===== src/rtl/cpu_pkg.sv =====
// Shared micro-op encodings, stack type tags and memory-bus FSM state type for the CPU pipeline.
package cpu_pkg;

  localparam logic [1:0] UC_BR_NONE     = 2'd0;
  localparam logic [1:0] UC_BR_REL      = 2'd1;
  localparam logic [1:0] UC_BR_REL_COND = 2'd2;
  localparam logic [1:0] UC_BR_ALU      = 2'd3;

  localparam logic [1:0] UC_MEM_NONE  = 2'd0;
  localparam logic [1:0] UC_MEM_LOAD  = 2'd1;
  localparam logic [1:0] UC_MEM_STORE = 2'd2;

  localparam logic [2:0] UC_PUSH_NONE = 3'd0;
  localparam logic [2:0] UC_PUSH_ALU  = 3'd1;
  localparam logic [2:0] UC_PUSH_IMM  = 3'd2;
  localparam logic [2:0] UC_PUSH_REG0 = 3'd3;
  localparam logic [2:0] UC_PUSH_REG1 = 3'd4;
  localparam logic [2:0] UC_PUSH_MEM  = 3'd5;

  localparam logic [2:0] TYPE_INTEGER = 3'd1;

  // Pop-count encoding meaning "take the count from the ALU result".
  localparam logic [10:0] POP_FROM_ALU = 11'd3;

  typedef enum logic {IDLE, BUSY} bus_state_e;

endpackage


===== src/rtl/cpu_mem_stage_if.sv =====
// Simple request/ack data bus between the memory stage (master) and memory (slave).
interface cpu_mem_stage_if #(
  parameter int DW  = 32,
  parameter int BAW = 8
);
  logic           req;
  logic           we;
  logic [BAW-1:0] addr;
  logic [DW-1:0]  wrdata;
  logic           ack;
  logic [DW-1:0]  rddata;

  modport master (output req, we, addr, wrdata, input ack, rddata);
  modport slave  (input req, we, addr, wrdata, output ack, rddata);
endinterface


===== src/rtl/cpu_mem_busfsm.sv =====
// Bus access FSM: registered req/we/addr/wrdata held from issue until ack; done pulses in the ack cycle.
// Optional CPU_MEM_BUS_TIMEOUT_EN adds a BUSY-cycle counter that ends the access with err after TIMEOUT cycles.
module cpu_mem_busfsm
  import cpu_pkg::*;
#(
  parameter int DW      = 32,
  parameter int BAW     = 8,
  parameter int TIMEOUT = 255
) (
  input  logic            clk,
  input  logic            rst_b,
  input  logic            start_vld,
  input  logic            is_store,
  input  logic [BAW-1:0]  addr_dat,
  input  logic [DW-1:0]   wrdata_dat,
  cpu_mem_stage_if.master bus,
  output logic            busy,
  output logic            done,
  output logic            err
);

  if (TIMEOUT < 1) begin : g_timeout_range
    $error("cpu_mem_busfsm: TIMEOUT must be at least 1");
  end

  bus_state_e     state_q, state_d;
  logic           req_q, req_d;
  logic           we_q, we_d;
  logic [BAW-1:0] addr_q, addr_d;
  logic [DW-1:0]  wrdata_q, wrdata_d;
  logic           timeout;

`ifdef CPU_MEM_BUS_TIMEOUT_EN
  localparam int CW = $clog2(TIMEOUT + 1);
  logic [CW-1:0] cnt_q, cnt_d;

  always_comb begin
    cnt_d = '0;
    if (state_q == BUSY && !bus.ack) cnt_d = cnt_q + 1'b1;
  end

  // Fires on the TIMEOUT-th BUSY cycle without ack.
  assign timeout = (state_q == BUSY) && !bus.ack && (cnt_q == CW'(TIMEOUT - 1));

  always_ff @(posedge clk or negedge rst_b) begin
    if (!rst_b) cnt_q <= '0;
    else        cnt_q <= cnt_d;
  end
`else
  assign timeout = 1'b0;
`endif

  always_comb begin
    state_d  = state_q;
    req_d    = req_q;
    we_d     = we_q;
    addr_d   = addr_q;
    wrdata_d = wrdata_q;
    done     = 1'b0;
    err      = 1'b0;
    case (state_q)
      IDLE: begin
        if (start_vld) begin
          state_d  = BUSY;
          req_d    = 1'b1;
          we_d     = is_store;
          addr_d   = addr_dat;
          wrdata_d = wrdata_dat;
        end
      end
      BUSY: begin
        if (bus.ack || timeout) begin
          state_d = IDLE;
          req_d   = 1'b0;
          we_d    = 1'b0;
          done    = 1'b1;
          err     = timeout;
        end
      end
      default: state_d = IDLE;
    endcase
  end

  always_ff @(posedge clk or negedge rst_b) begin
    if (!rst_b) begin
      state_q  <= IDLE;
      req_q    <= 1'b0;
      we_q     <= 1'b0;
      addr_q   <= '0;
      wrdata_q <= '0;
    end else begin
      state_q  <= state_d;
      req_q    <= req_d;
      we_q     <= we_d;
      addr_q   <= addr_d;
      wrdata_q <= wrdata_d;
    end
  end

  assign busy       = (state_q == BUSY);
  assign bus.req    = req_q;
  assign bus.we     = we_q;
  assign bus.addr   = addr_q;
  assign bus.wrdata = wrdata_q;

endmodule


===== src/rtl/cpu_mem_stage.sv =====
// CPU memory stage: non-memory ops retire in 1 cycle, memory ops stall stage 3 until bus ack (min 2 cycles).
// Branch/push/pop datapath lives here; bus FSM in cpu_mem_busfsm (timeout via CPU_MEM_BUS_TIMEOUT_EN).
module cpu_mem_stage
  import cpu_pkg::*;
#(
  parameter int DW         = 32,
  parameter int AW         = 32,
  parameter int BAW        = 8,
  parameter int IW         = 48,
  parameter int TW         = 3,
  parameter int ALU_BR_OFS = 6,
  parameter int TIMEOUT    = 255
) (
  input  logic             clk,
  input  logic             rst_b,
  input  logic             valid_3a,
  input  logic [IW-1:0]    instruction_3a,
  input  logic [AW-1:0]    pc_3a,
  input  logic [DW-1:0]    alu__out_3a,
  input  logic             alu__cond_3a,
  input  logic [1:0]       c__branch_3a,
  input  logic [1:0]       c__mem_3a,
  input  logic [2:0]       c__to_push_3a,
  input  logic [DW+TW-1:0] r0_3a,
  input  logic [DW+TW-1:0] r1_3a,
  input  logic [10:0]      st__to_pop_3a,
  cpu_mem_stage_if.master  bus,
  output logic             stall_3a,
  output logic             valid_4a,
  output logic             kill_4a,
  output logic             bus__err_4a,
  output logic [AW-1:0]    branch_target_4a,
  output logic [AW-1:0]    pc_4a,
  output logic [2:0]       c__to_push_4a,
  output logic [DW+TW-1:0] st__to_push_4a,
  output logic [10:0]      st__to_pop_4a
);

  logic mem_vld, busy, done, bus_err, retire;
  logic br_kill;
  logic [AW-1:0]    br_tgt;
  logic [DW+TW-1:0] push_val;
  logic [10:0]      pop_val;

  logic             valid_4a_q, valid_4a_d;
  logic             kill_4a_q, kill_4a_d;
  logic             err_4a_q, err_4a_d;
  logic [AW-1:0]    tgt_4a_q, tgt_4a_d;
  logic [AW-1:0]    pc_4a_q, pc_4a_d;
  logic [2:0]       push_c_4a_q, push_c_4a_d;
  logic [DW+TW-1:0] push_4a_q, push_4a_d;
  logic [10:0]      pop_4a_q, pop_4a_d;

  logic unused_bits;
  assign unused_bits = ^instruction_3a[IW-1:DW+TW];

  assign mem_vld = valid_3a && (c__mem_3a != UC_MEM_NONE);

  cpu_mem_busfsm #(
    .DW      (DW),
    .BAW     (BAW),
    .TIMEOUT (TIMEOUT)
  ) u_busfsm (
    .clk        (clk),
    .rst_b      (rst_b),
    .start_vld  (mem_vld),
    .is_store   (c__mem_3a == UC_MEM_STORE),
    .addr_dat   (alu__out_3a[BAW-1:0]),
    .wrdata_dat (r0_3a[DW-1:0]),
    .bus        (bus),
    .busy       (busy),
    .done       (done),
    .err        (bus_err)
  );

  // Stage 3 holds the memory instruction until the ack cycle; stall is forced low in reset.
  assign stall_3a = rst_b && ((!busy && mem_vld) || (busy && !done));
  assign retire   = (valid_3a && (c__mem_3a == UC_MEM_NONE) && !busy) || done;

  always_comb begin
    br_kill = 1'b0;
    br_tgt  = '0;
    case (c__branch_3a)
      UC_BR_REL: begin
        br_kill = 1'b1;
        br_tgt  = pc_3a + {{(AW-16){instruction_3a[15]}}, instruction_3a[15:0]};
      end
      UC_BR_REL_COND: begin
        br_kill = alu__cond_3a;
        br_tgt  = pc_3a + {{(AW-16){instruction_3a[15]}}, instruction_3a[15:0]};
      end
      UC_BR_ALU: begin
        br_kill = 1'b1;
        br_tgt  = AW'(alu__out_3a) + AW'(ALU_BR_OFS);
      end
      default: ;
    endcase
  end

  always_comb begin
    push_val = '0;
    case (c__to_push_3a)
      UC_PUSH_ALU:  push_val = {TW'(TYPE_INTEGER), alu__out_3a};
      UC_PUSH_IMM:  push_val = instruction_3a[DW+TW-1:0];
      UC_PUSH_REG0: push_val = r0_3a;
      UC_PUSH_REG1: push_val = r1_3a;
      UC_PUSH_MEM:  push_val = {TW'(TYPE_INTEGER), bus.rddata};
      default:      push_val = '0;
    endcase
    // A timed-out access pushes a zero integer instead of stale bus data.
    if (bus_err) push_val = {TW'(TYPE_INTEGER), {DW{1'b0}}};
  end

  assign pop_val = (st__to_pop_3a == POP_FROM_ALU) ? alu__out_3a[10:0] : st__to_pop_3a;

  always_comb begin
    valid_4a_d  = 1'b0;
    kill_4a_d   = kill_4a_q;
    err_4a_d    = err_4a_q;
    tgt_4a_d    = tgt_4a_q;
    pc_4a_d     = pc_4a_q;
    push_c_4a_d = push_c_4a_q;
    push_4a_d   = push_4a_q;
    pop_4a_d    = pop_4a_q;
    if (retire) begin
      valid_4a_d  = 1'b1;
      kill_4a_d   = valid_3a && br_kill;
      err_4a_d    = bus_err;
      tgt_4a_d    = br_tgt;
      pc_4a_d     = pc_3a;
      push_c_4a_d = c__to_push_3a;
      push_4a_d   = push_val;
      pop_4a_d    = pop_val;
    end
  end

  always_ff @(posedge clk or negedge rst_b) begin
    if (!rst_b) begin
      valid_4a_q  <= 1'b0;
      kill_4a_q   <= 1'b0;
      err_4a_q    <= 1'b0;
      tgt_4a_q    <= '0;
      pc_4a_q     <= '0;
      push_c_4a_q <= '0;
      push_4a_q   <= '0;
      pop_4a_q    <= '0;
    end else begin
      valid_4a_q  <= valid_4a_d;
      kill_4a_q   <= kill_4a_d;
      err_4a_q    <= err_4a_d;
      tgt_4a_q    <= tgt_4a_d;
      pc_4a_q     <= pc_4a_d;
      push_c_4a_q <= push_c_4a_d;
      push_4a_q   <= push_4a_d;
      pop_4a_q    <= pop_4a_d;
    end
  end

  assign valid_4a         = valid_4a_q;
  assign kill_4a          = kill_4a_q;
  assign bus__err_4a      = err_4a_q;
  assign branch_target_4a = tgt_4a_q;
  assign pc_4a            = pc_4a_q;
  assign c__to_push_4a    = push_c_4a_q;
  assign st__to_push_4a   = push_4a_q;
  assign st__to_pop_4a    = pop_4a_q;

endmodule


===== src/flat_wrapper.sv =====
// flat-port wrapper written by rule: the top's interface ports become plain ports
module cpu_mem_stage_flat import cpu_pkg::*;
#(
  parameter int DW         = 32,
  parameter int AW         = 32,
  parameter int BAW        = 8,
  parameter int IW         = 48,
  parameter int TW         = 3,
  parameter int ALU_BR_OFS = 6,
  parameter int TIMEOUT    = 255
)
  (clk, rst_b, valid_3a, instruction_3a, pc_3a, alu__out_3a, alu__cond_3a, c__branch_3a, c__mem_3a, c__to_push_3a, r0_3a, r1_3a, st__to_pop_3a, stall_3a, valid_4a, kill_4a, bus__err_4a, branch_target_4a, pc_4a, c__to_push_4a, st__to_push_4a, st__to_pop_4a, bus_req, bus_we, bus_addr, bus_wrdata, bus_ack, bus_rddata);
  cpu_mem_stage_if #(.DW(DW), .BAW(BAW)) bus_i ();
  input  logic clk;
  input  logic rst_b;
  input  logic valid_3a;
  input  logic [IW-1:0] instruction_3a;
  input  logic [AW-1:0] pc_3a;
  input  logic [DW-1:0] alu__out_3a;
  input  logic alu__cond_3a;
  input  logic [1:0] c__branch_3a;
  input  logic [1:0] c__mem_3a;
  input  logic [2:0] c__to_push_3a;
  input  logic [DW+TW-1:0] r0_3a;
  input  logic [DW+TW-1:0] r1_3a;
  input  logic [10:0] st__to_pop_3a;
  output logic stall_3a;
  output logic valid_4a;
  output logic kill_4a;
  output logic bus__err_4a;
  output logic [AW-1:0] branch_target_4a;
  output logic [AW-1:0] pc_4a;
  output logic [2:0] c__to_push_4a;
  output logic [DW+TW-1:0] st__to_push_4a;
  output logic [10:0] st__to_pop_4a;
  output wire logic [$bits(bus_i.req)-1:0] bus_req;
  output wire logic [$bits(bus_i.we)-1:0] bus_we;
  output wire logic [$bits(bus_i.addr)-1:0] bus_addr;
  output wire logic [$bits(bus_i.wrdata)-1:0] bus_wrdata;
  input wire logic [$bits(bus_i.ack)-1:0] bus_ack;
  input wire logic [$bits(bus_i.rddata)-1:0] bus_rddata;
  assign bus_req = bus_i.req;
  assign bus_we = bus_i.we;
  assign bus_addr = bus_i.addr;
  assign bus_wrdata = bus_i.wrdata;
  assign bus_i.ack = bus_ack;
  assign bus_i.rddata = bus_rddata;
  cpu_mem_stage #(.DW(DW), .AW(AW), .BAW(BAW), .IW(IW), .TW(TW), .ALU_BR_OFS(ALU_BR_OFS), .TIMEOUT(TIMEOUT)) u_core (.clk(clk), .rst_b(rst_b), .valid_3a(valid_3a), .instruction_3a(instruction_3a), .pc_3a(pc_3a), .alu__out_3a(alu__out_3a), .alu__cond_3a(alu__cond_3a), .c__branch_3a(c__branch_3a), .c__mem_3a(c__mem_3a), .c__to_push_3a(c__to_push_3a), .r0_3a(r0_3a), .r1_3a(r1_3a), .st__to_pop_3a(st__to_pop_3a), .bus(bus_i), .stall_3a(stall_3a), .valid_4a(valid_4a), .kill_4a(kill_4a), .bus__err_4a(bus__err_4a), .branch_target_4a(branch_target_4a), .pc_4a(pc_4a), .c__to_push_4a(c__to_push_4a), .st__to_push_4a(st__to_push_4a), .st__to_pop_4a(st__to_pop_4a));
endmodule

===== config.mk =====
export PLATFORM = sky130hd
export DESIGN_NAME = cpu_mem_stage_flat
export DESIGN_NICKNAME = d
export VERILOG_FILES = /design/src/rtl/cpu_pkg.sv /design/src/rtl/cpu_mem_stage_if.sv /design/src/rtl/cpu_mem_busfsm.sv /design/src/rtl/cpu_mem_stage.sv /design/src/flat_wrapper.sv
export SDC_FILE = /design/constraint.sdc
export NUM_CORES = 1
export LEC_CHECK = 0
export BUFFER_PORTS_ARGS = -buffer_cell sky130_fd_sc_hd__buf_2
export CORE_AREA = 3 3 152 154
export CTS_CLUSTER_DIAMETER = 100
export DETAILED_ROUTE_END_ITERATION = 10
export DIE_AREA = 0 0 155 157
export PLACE_DENSITY = 0.74
export SLEW_MARGIN = 10
export SYNTH_ARGS = -nofsm -noshare
export SYNTH_HDL_FRONTEND = slang
export SYNTH_HIERARCHICAL = 1
export SYNTH_SLANG_ARGS = --single-unit

===== constraint.sdc =====
create_clock -name clk -period 3.2 [get_ports clk]
set_input_delay 0.16 -clock clk [delete_from_list [all_inputs] [get_ports clk]]
set_output_delay 0.16 -clock clk [all_outputs]
set_load 0.02 [all_outputs]

======== Word-level counts from Yosys, hierarchy flattened ========
Cells that the tools add are included.
Widths: inputs -> output; s select.
word-level totals
  word-level logic and storage cells ...... 59
  input bits .............................. 237
  output and inout bits ................... 159
  bits in registers ....................... 158
operators by class
  equal/unequal tests ..................... 12
  muxes and demuxes ....................... 15
  add/sub/neg operators ................... 2
  reduce and logical (&&, ||, !) cells .... 17
  bitwise gates (word level) .............. 1
operator list
  cell                   count
  $pmux 35 s5            1
  $pmux 32 s2            1
  $add 32x3->32 const B  1
  $add 32x32->32         1
  $eq 11x2->1 const B    1
  $mux 11                1
  $mux 1                 8
  $pmux 1 s2             4
  $logic_and 1x1->1      7
  $eq 2x2->1 const B     3
  $eq 3x2->1 const B     2
  $eq 3x3->1 const B     2
  $reduce_and 2->1       2
  $reduce_or 2->1        2
  $eq 3x1->1 const B     1
  $eq 2x1->1 const B     1
  $logic_not 1->1        2
  $logic_not 2->1        1
  $logic_or 1x1->1       2
  $ne 2x1->1 const B     1
  $ne 2x2->1 const B     1
  $reduce_bool 2->1      1
  $not 1->1              1

======== Logic depth before layout (Yosys ltp) ========
Gate-level depths: netlist (run 1).
  depth after elaboration ................. 6
  depth in mapped cells ................... 9
  mapped depth without buffers ............ 9

======== Cells and area by module ========
Netlist (run 1), hierarchy kept.
by module, submodules not included
  module          instances  sequential area each (um^2)  area an instance (um^2)  cells an instance
  cpu_mem_stage   1          2902.8                       8023.9                   916
  cpu_mem_busfsm  1          1076.0                       1666.6                   99

======== Worst setup path before layout (run 1) ========
Ideal clock, no wire load.
  kind .................................... input to register
  from .................................... input port instruction_3a[0]
  to ...................................... register u_core.tgt_4a_q[18], in the netlist u_core/branch_target_4a[18]
  data arrival time ....................... 1.898 ns
  library setup time ...................... 0.142 ns
  slack ................................... 1.160 ns
  stages .................................. 9
  path buffers ............................ 0
  data required time ...................... 3.058 ns
  path through ............................ ha_1 > fa_1 > a21o_1 > a31o_2 > nand2_1 > o211ai_2 > a21oi_2 > xor2_1 > o221ai_1
on the way
  longest elaborated chain between the ends .. 2
ends and longest elaborated chain
  element               line                                      text
  from (decl)           flat_wrapper.sv:17                        input logic [IW-1:0] instruction_3a;
  $add 32x32->32        cpu_mem_stage.sv:86, cpu_mem_stage.sv:90
  $pmux 32 s2           cpu_mem_stage.sv:83                       case (c__branch_3a)
  to (signal assigned)  cpu_mem_stage.sv:151                      tgt_4a_q <= tgt_4a_d;
  to (decl)             cpu_mem_stage.sv:48                       logic [AW-1:0] tgt_4a_q, tgt_4a_d;
Every way passes these cells.
A chain may end at the register's enable or synchronous reset.

======== Worst setup path after layout (run 1) ========
  from .................................... input port pc_3a[0]
  to ...................................... register u_core.tgt_4a_q[28], in the netlist u_core/branch_target_4a[28]
on the way
  longest elaborated chain between the ends .. 2
ends and longest elaborated chain
  element         line                                      text
  from (decl)     flat_wrapper.sv:18                        input logic [AW-1:0] pc_3a;
  $add 32x32->32  cpu_mem_stage.sv:86, cpu_mem_stage.sv:90
  $pmux 32 s2     cpu_mem_stage.sv:83
Every way passes these cells.

==> out/results.txt, run 1 <==
CTS resizes: 0
max_slew headroom: 21.1%
sum of met3 wire segment lengths after detailed routing: 2940 µm
Crit path largest cell delay: 0.54 ns
sequential cell area in the final layout: 3980 µm²
worst hold path stage count: 2
crit path capture type: flip-flop
number of enable flip-flop cells after synthesis: 0
Detail Placement HPWL: 28400 µm
kind of start point of the critical path: input port
Max VDD drop: 0.363 mV
FF-to-FF End: u_core/branch_target_4a[22]
area of the multi-input gates: 5410 µm²
leakage: 6.25 nW
worst r2r path cells: 8
sum of overflow across all layers after global routing: 0
most used flip-flop cell after synthesis: sky130_fd_sc_hd__dfrtp_1
DR vias/cell: 5.76
setup tns final: 0 ns
Initial Utilization: 44.4%
fin worst setup slack: 0.652 ns
post-synthesis cell type count: 74
largest fanout on the critical path: 4
Crit Path Class: input port to flip-flop
nets in the synthesized netlist: 1289
first-pass GRT wire length: 55500 µm
core footprint: 21800 µm²
number of logic stages on the critical path including buffering: 11
Total Die Area: 24300 µm²
Min-Delay Endpoint: u_core/u_busfsm/bus.wrdata[24]
wire length on met1: 14000 µm
async set-or-reset flop fraction in the synthesized netlist: 100%
Die Ht: 157 µm
most common cell in the synthesized netlist: sky130_fd_sc_hd__dfrtp_1
Slew @ Worst Pin: 1.18 ns
signed area change from the synthesized netlist to the final layout: 34.7%
vias in the first global route: 9775
Post-Synthesis Cells: 1015
#FFs+latches synth: 159
post-CTS setup repair buffer count: 0
largest cells by area after synthesis: sky130_fd_sc_hd__dfrtp_1, sky130_fd_sc_hd__mux2_2, sky130_fd_sc_hd__nand2_1
vias post-DR: 9979
top layer used by detailed routing: met4
total power divided by cell area: 599 nW/µm²
post-synth top area share: 41.1%
Final GP Congestion: 0.945
Cell Area, Synth: 9690 µm²
cell type with the highest aggregate area in the netlist: sky130_fd_sc_hd__dfrtp_1
CTS H-tree depth: 4
arrival time at the worst endpoint: 2.83 ns
Final Max Slew Viols: 0
initial antenna violation count: 1
max-cap check violation count: 0
routed wirelength normalized by instance count: 21.5 µm
worst hold path type: input port to flip-flop
Clock Skew: 0.0134 ns
number of endpoints with negative hold slack in the final report: 0
clock-pin slew on the worst setup and hold paths: 0.07 ns
Clock Latency Late Sink: 0.42 ns
launch instance of the worst register-to-register path: u_core/u_busfsm/busy
layout cells sized above 1: 36.4%
number of buffers added on ports: 382
GRT Resource Usage Total: 29.5%
horizontal die dimension: 155 µm
Detailed Route WL: 37100 µm
post-place setup slack: 0.749 ns
Final Util: 59.8%
Commonest cells post-synth: sky130_fd_sc_hd__dfrtp_1, sky130_fd_sc_hd__nand2_1, sky130_fd_sc_hd__o21ai_0
family of cells with the greatest summed delay on the critical path: compound AO/OA/AOI/OAI gates
post-route standard cell area excluding fillers: 13100 µm²
post-synthesis sequential area ratio: 41.1%
Row Count: 54
Bufs and invs on worst path: 2
Clock Tree Root: sky130_fd_sc_hd__clkbuf_16
Period minus WS final: 2.55 ns
outcome: finished, final reports clean
Critical-path top delay cell: sky130_fd_sc_hd__dlygate4sd3_1
post-layout net count: 1711
total cell area at the placement stage: 11900 µm²
placed cell count: 1638
final setup vio count: 0
Worst Hold Margin: 0.0206 ns
ports placed on the boundary: 396
Highest Clock Rate: 0.393 GHz
Finished Layout Cells: 1731
Synth Warn #: 6
Clock Path Buffers: 2
WL met2: 18600 µm
DRC violation total after the first TritonRoute iteration: 790
Final Cycle Share: 79.6%
count of clock tree sinks: 159
number of buffers added by the clock tree synthesis step: 17
sequence of cells on the critical path: dlygate4sd3_1, buf_2, ha_1, fa_1, a21o_1, a31o_2, nand3_1, nand2_1, o22ai_1, xor2_1, o221ai_1
filler cell count: 1920
clock tree from TritonCTS: done
antenna-violating nets left: 0
total power: 7.82 mW
length of the first detailed-routing pass in iterations: 7
worst reg-to-reg setup slack: 0.97 ns
DRC violations left: 0
HP Start: r0_3a[24]
pin count of the biggest net entering global routing: 80
worst endpoint required time: 3.48 ns
setup repair after global routing missed its margin: no
synthesized area per cell: 9.55 µm²
worst register-to-register path: cells and delay by family (launching register included):
kind	cells	cell delay, ns
buf+inv	1	0.06
simple gates	3	0.75
compound gates	4	0.83
flops	1	0.48
report_power, final:
| part | total (mW) | switching (mW) | leakage (nW) | internal (mW) |
|---|---|---|---|---|
| Sequential | 2.83 | 0.299 | 1.98 | 2.53 |
| Clock | 2.04 | 0.993 | 0.279 | 1.05 |
| Combinational | 2.95 | 1.82 | 3.99 | 1.13 |
registers in the layout, indices dropped and copies added (netlist names), 3 cells and up:
register                    flops
u_core/st__to_push_4a          35
u_core/branch_target_4a        32
u_core/pc_4a                   32
u_core/u_busfsm/bus.wrdata     32
u_core/st__to_pop_4a           11
u_core/u_busfsm/bus.addr        8
u_core/c__to_push_4a            3
how the worst max path moves through the flow:
stage	startpoint	end	slack, ns
2_1_floorplan	instruction_3a[0]	u_core/branch_target_4a[18]	1.16
3_3_place_gp	instruction_3a[15]	u_core/branch_target_4a[28]	0.77
3_5_place_dp	instruction_3a[0]	u_core/branch_target_4a[18]	0.75
4_1_cts	pc_3a[0]	u_core/branch_target_4a[28]	0.70
5_1_grt	pc_3a[0]	u_core/branch_target_4a[26]	0.51
6_report	pc_3a[0]	u_core/branch_target_4a[28]	0.65
area by class of cell:
cell class,count,share of cell area [%]
repair buffers,457,20.3
multi-input cells,782,41.4
diodes,1,0.0192
well taps,280,2.68
clock buffers,17,3.26
clock inverters,15,1.25
flip-flops and latches,159,30.5
inverters,20,0.575
placed cells by master, fill, tap and decap left out, types with 19 or more instances in the layout:
cell type	instances
sky130_fd_sc_hd__o21ai_0	89
sky130_fd_sc_hd__buf_2	381
sky130_fd_sc_hd__a21oi_1	53
sky130_fd_sc_hd__ha_1	36
sky130_fd_sc_hd__inv_1	19
sky130_fd_sc_hd__xor2_1	25
sky130_fd_sc_hd__o21ai_1	24
sky130_fd_sc_hd__nand2_1	153
sky130_fd_sc_hd__dfrtp_1	159
sky130_fd_sc_hd__a221oi_1	33
sky130_fd_sc_hd__nand3_1	24
sky130_fd_sc_hd__mux2_2	72
sky130_fd_sc_hd__mux2i_1	37
sky130_fd_sc_hd__dlygate4sd3_1	60
sky130_fd_sc_hd__xnor2_1	26
sky130_fd_sc_hd__nor2_1	49
timing repair:
| action | 4_1_cts | 5_1_grt |
|---|---|---|
| endpoints found under the setup margin | 0 | 0 |
| endpoints found under the hold margin | 93 | 1 |
| hold buffers | 59 | 1 |
metal layers:
| metal | GRT usage, % | up-vias |
|---|---|---|
| met3 | 5.53 | 87 |
| met5 | 0 | - |
| li1 | - | 4567 |
| met1 | 35.1 | 4791 |
| met4 | 12.6 | 0 |
| met2 | 52.4 | 534 |
kinds of logic (layout without fill, tap and decap cells):
group	Yosys count	in the layout	share of synthesized area, %
buffers and inverters	74	509	3.41
flip-flops	159	159	41.1
XOR/XNOR	51	51	4.61
multiplexers	112	112	12.7
adder cells (fa/ha/maj)	37	37	4.85
other	1	2	0.0387
AND/OR/NAND/NOR	294	294	14.3
AO/OA/AOI/OAI	287	287	19.1
Note: power is estimated with default switching activity, not from simulation.
==> run 2: changes to the inputs <==
CORE_AREA = 3 3 154 156   (was 3 3 152 154)
DIE_AREA = 0 0 157 159   (was 0 0 155 157)
PLACE_DENSITY = 0.72   (was 0.74)
clock period = 2.4 ns   (was 3.2 ns; I/O delays follow)
==> out/results.txt, run 2 (synthesis results as in run 1) <==
DRC violations left: 0 (unchanged)
antenna-violating nets left: 0 (unchanged)
max-cap check violation count: 0 (unchanged)
commonest cells after routing, fill and taps aside: sky130_fd_sc_hd__buf_2, sky130_fd_sc_hd__dfrtp_1, sky130_fd_sc_hd__nand2_1, sky130_fd_sc_hd__o21ai_0, sky130_fd_sc_hd__dlygate4sd3_1
number of endpoints with negative hold slack in the final report: 0 (unchanged)
worst hold path type: input port to flip-flop
sequential cell area in the final layout: 3980 µm² (unchanged)
crit path capture type: flip-flop
filler cell count: 1961 (+2.1%)
Clock Latency Late Sink: 0.44 ns (+0.02 ns)
Crit Path Class: input port to flip-flop
routed wirelength normalized by instance count: 21.7 µm (+0.99%)
Die Ht: 159 µm (+1.3%)
count of clock tree sinks: 159 (unchanged)
vias post-DR: 10100 (+1.1%)
sum of overflow across all layers after global routing: 0 (unchanged)
Final GP Congestion: 0.920 (-2.6%)
Final Max Slew Viols: 0 (unchanged)
flip-flop count of the largest register after layout: 35 (unchanged)
origin of the worst setup path: pc_3a[4]
Total Die Area: 25000 µm² (+2.6%)
CTS H-tree depth: 4 (unchanged)
ports placed on the boundary: 396 (unchanged)
core footprint: 22500 µm² (+3.1%)
length of the first detailed-routing pass in iterations: 5 (-2)
total cell area at the placement stage: 12000 µm² (+1.2%)
Clock Skew: 0.0110 ns (-0.00240 ns)
HP Start: st__to_pop_3a[5]
most frequent standard cell in the layout excluding fill and tap cells: sky130_fd_sc_hd__buf_2
Clock Path Buffers: 2 (unchanged)
DR vias/cell: 5.68 (-1.4%)
worst endpoint required time: 2.69 ns (-0.79 ns)
Finished Layout Cells: 1775 (+2.5%)
outcome: finished, final reports clean
DRC violation total after the first TritonRoute iteration: 746 (-5.6%)
Row Count: 55 (+1.9%)
launch instance of the worst register-to-register path: u_core/u_busfsm/busy
initial antenna violation count: 1 (unchanged)
area of the multi-input gates: 5470 µm² (+1.1%)
pin count of the biggest net entering global routing: 85 (+6.3%)
post-route standard cell area excluding fillers: 13500 µm² (+3.4%)
Detail Placement HPWL: 29200 µm (+2.9%)
Initial Utilization: 43.1% (-1.3 points)
total power: 10.7 mW (+36%)
placed cell count: 1660 (+1.3%)
Period minus WS final: 2.33 ns
Slew @ Worst Pin: 1.26 ns (+0.0796 ns)
leakage: 6.46 nW (+3.3%)
GRT Resource Usage Total: 29.7% (+0.16 points)
# diodes: 0 (-1)
post-layout net count: 1751 (+2.3%)
kind of start point of the critical path: input port
final setup vio count: 0 (unchanged)
clock-pin slew on the worst setup and hold paths: 0.08 ns (about the same)
horizontal die dimension: 157 µm (+1.3%)
number of buffers added on ports: 382 (unchanged)
largest fanout on the critical path: 4 (unchanged)
total power divided by cell area: 789 nW/µm² (+32%)
layout cells sized above 1: 37.6% (+1.2 points)
signed area change from the synthesized netlist to the final layout: 39.4%
number of buffers added by the clock tree synthesis step: 17 (unchanged)
Final Util: 60.0% (+0.18 points)
vias in the first global route: 10100 (+3.4%)
Clock Tree Root: sky130_fd_sc_hd__clkbuf_16
Detailed Route WL: 38500 µm (+3.6%)
arrival time at the worst endpoint: 2.62 ns (-0.21 ns)
Final Cycle Share: 97.2%
clock tree from TritonCTS: done
Max VDD drop: 0.507 mV (+40%)
max_slew headroom: 15.8% (-5.3 points)
Highest Clock Rate: 0.428 GHz
first-pass GRT wire length: 57100 µm (+2.9%)
## run 2: changes by cell type in the layout (fill, tap and decap cells not counted), sizes merged
cell	delta
buf	+23
bufinv	+1
clkinv	+2
clkinvlp	-1
diode	-1
dlygate4sd3	+17
inv	-2
## run 2: timing repair
item                       4_1_cts  5_1_grt
setup endpoints to repair        0        5
resized for setup                0       10
setup buffers                    0        6
hold endpoints to repair       149        0
hold buffers                    77        0
## run 2: metrics by stage
stage | setup slack [ns] | TNS [ns] | hold WS, ns
after global placement | 0.107 | 0 | 0.0315
after global routing | -0.0117 | -0.0117 | 0.0449
final | 0.0662 | 0 | 0.0277
after detailed placement | 0.0347 | 0 | 0.0286
after CTS | 0.0671 | 0 | 0.0179
after floorplan | 0.400 | 0 | -0.176
## run 2: layer usage
metal  vias to the layer above  wire, µm  global-route usage [%]
met1                      4819     14500                    34.5
li1                       4651         -                       -
met2                       524     19200                    51.5
met3                        89      3070                    7.12
met5                         -        13                       0
met4                         2      1780                    13.4
## run 2: worst max-delay path: stages
cell and delay (ns):
sky130_fd_sc_hd__dlygate4sd3_1 0.55, sky130_fd_sc_hd__buf_2 0.16, sky130_fd_sc_hd__ha_4 0.29, sky130_fd_sc_hd__o211ai_1 0.15
sky130_fd_sc_hd__nor3_2 0.32, sky130_fd_sc_hd__nor2_2 0.10, sky130_fd_sc_hd__o311ai_4 0.44, sky130_fd_sc_hd__a311oi_2 0.17
sky130_fd_sc_hd__xor2_1 0.23, sky130_fd_sc_hd__o21ai_1 0.09
## run 2: layout make-up
type	count	share of cell area, %
Clock buffer	17	3.15
Clock inverter	15	1.43
Inverter	20	0.556
Multi-Input combinational cell	782	40.5
Sequential cell	159	29.5
Tap cell	285	2.64
Timing Repair Buffer	497	22.3
## run 2: power by group
part           internal, mW  leakage (nW)  switching (mW)
Sequential             3.37          1.98           0.400
Combinational          1.58          4.19            2.47
Clock                  1.50         0.295            1.33
## run 2: path summary, 6_finish.rpt
kind	endpoint	slack, ns	cells after the start
min reg2reg	u_core/c__to_push_4a[0]	0.48	2
min	u_core/st__to_pop_4a[5]	0.03	3
max reg2reg	u_core/branch_target_4a[22]	0.26	7
max in group asynchronous	u_core/bus__err_4a	1.29	3
min in group asynchronous	u_core/st__to_pop_4a[10]	0.17	2
max	u_core/branch_target_4a[19]	0.07	10
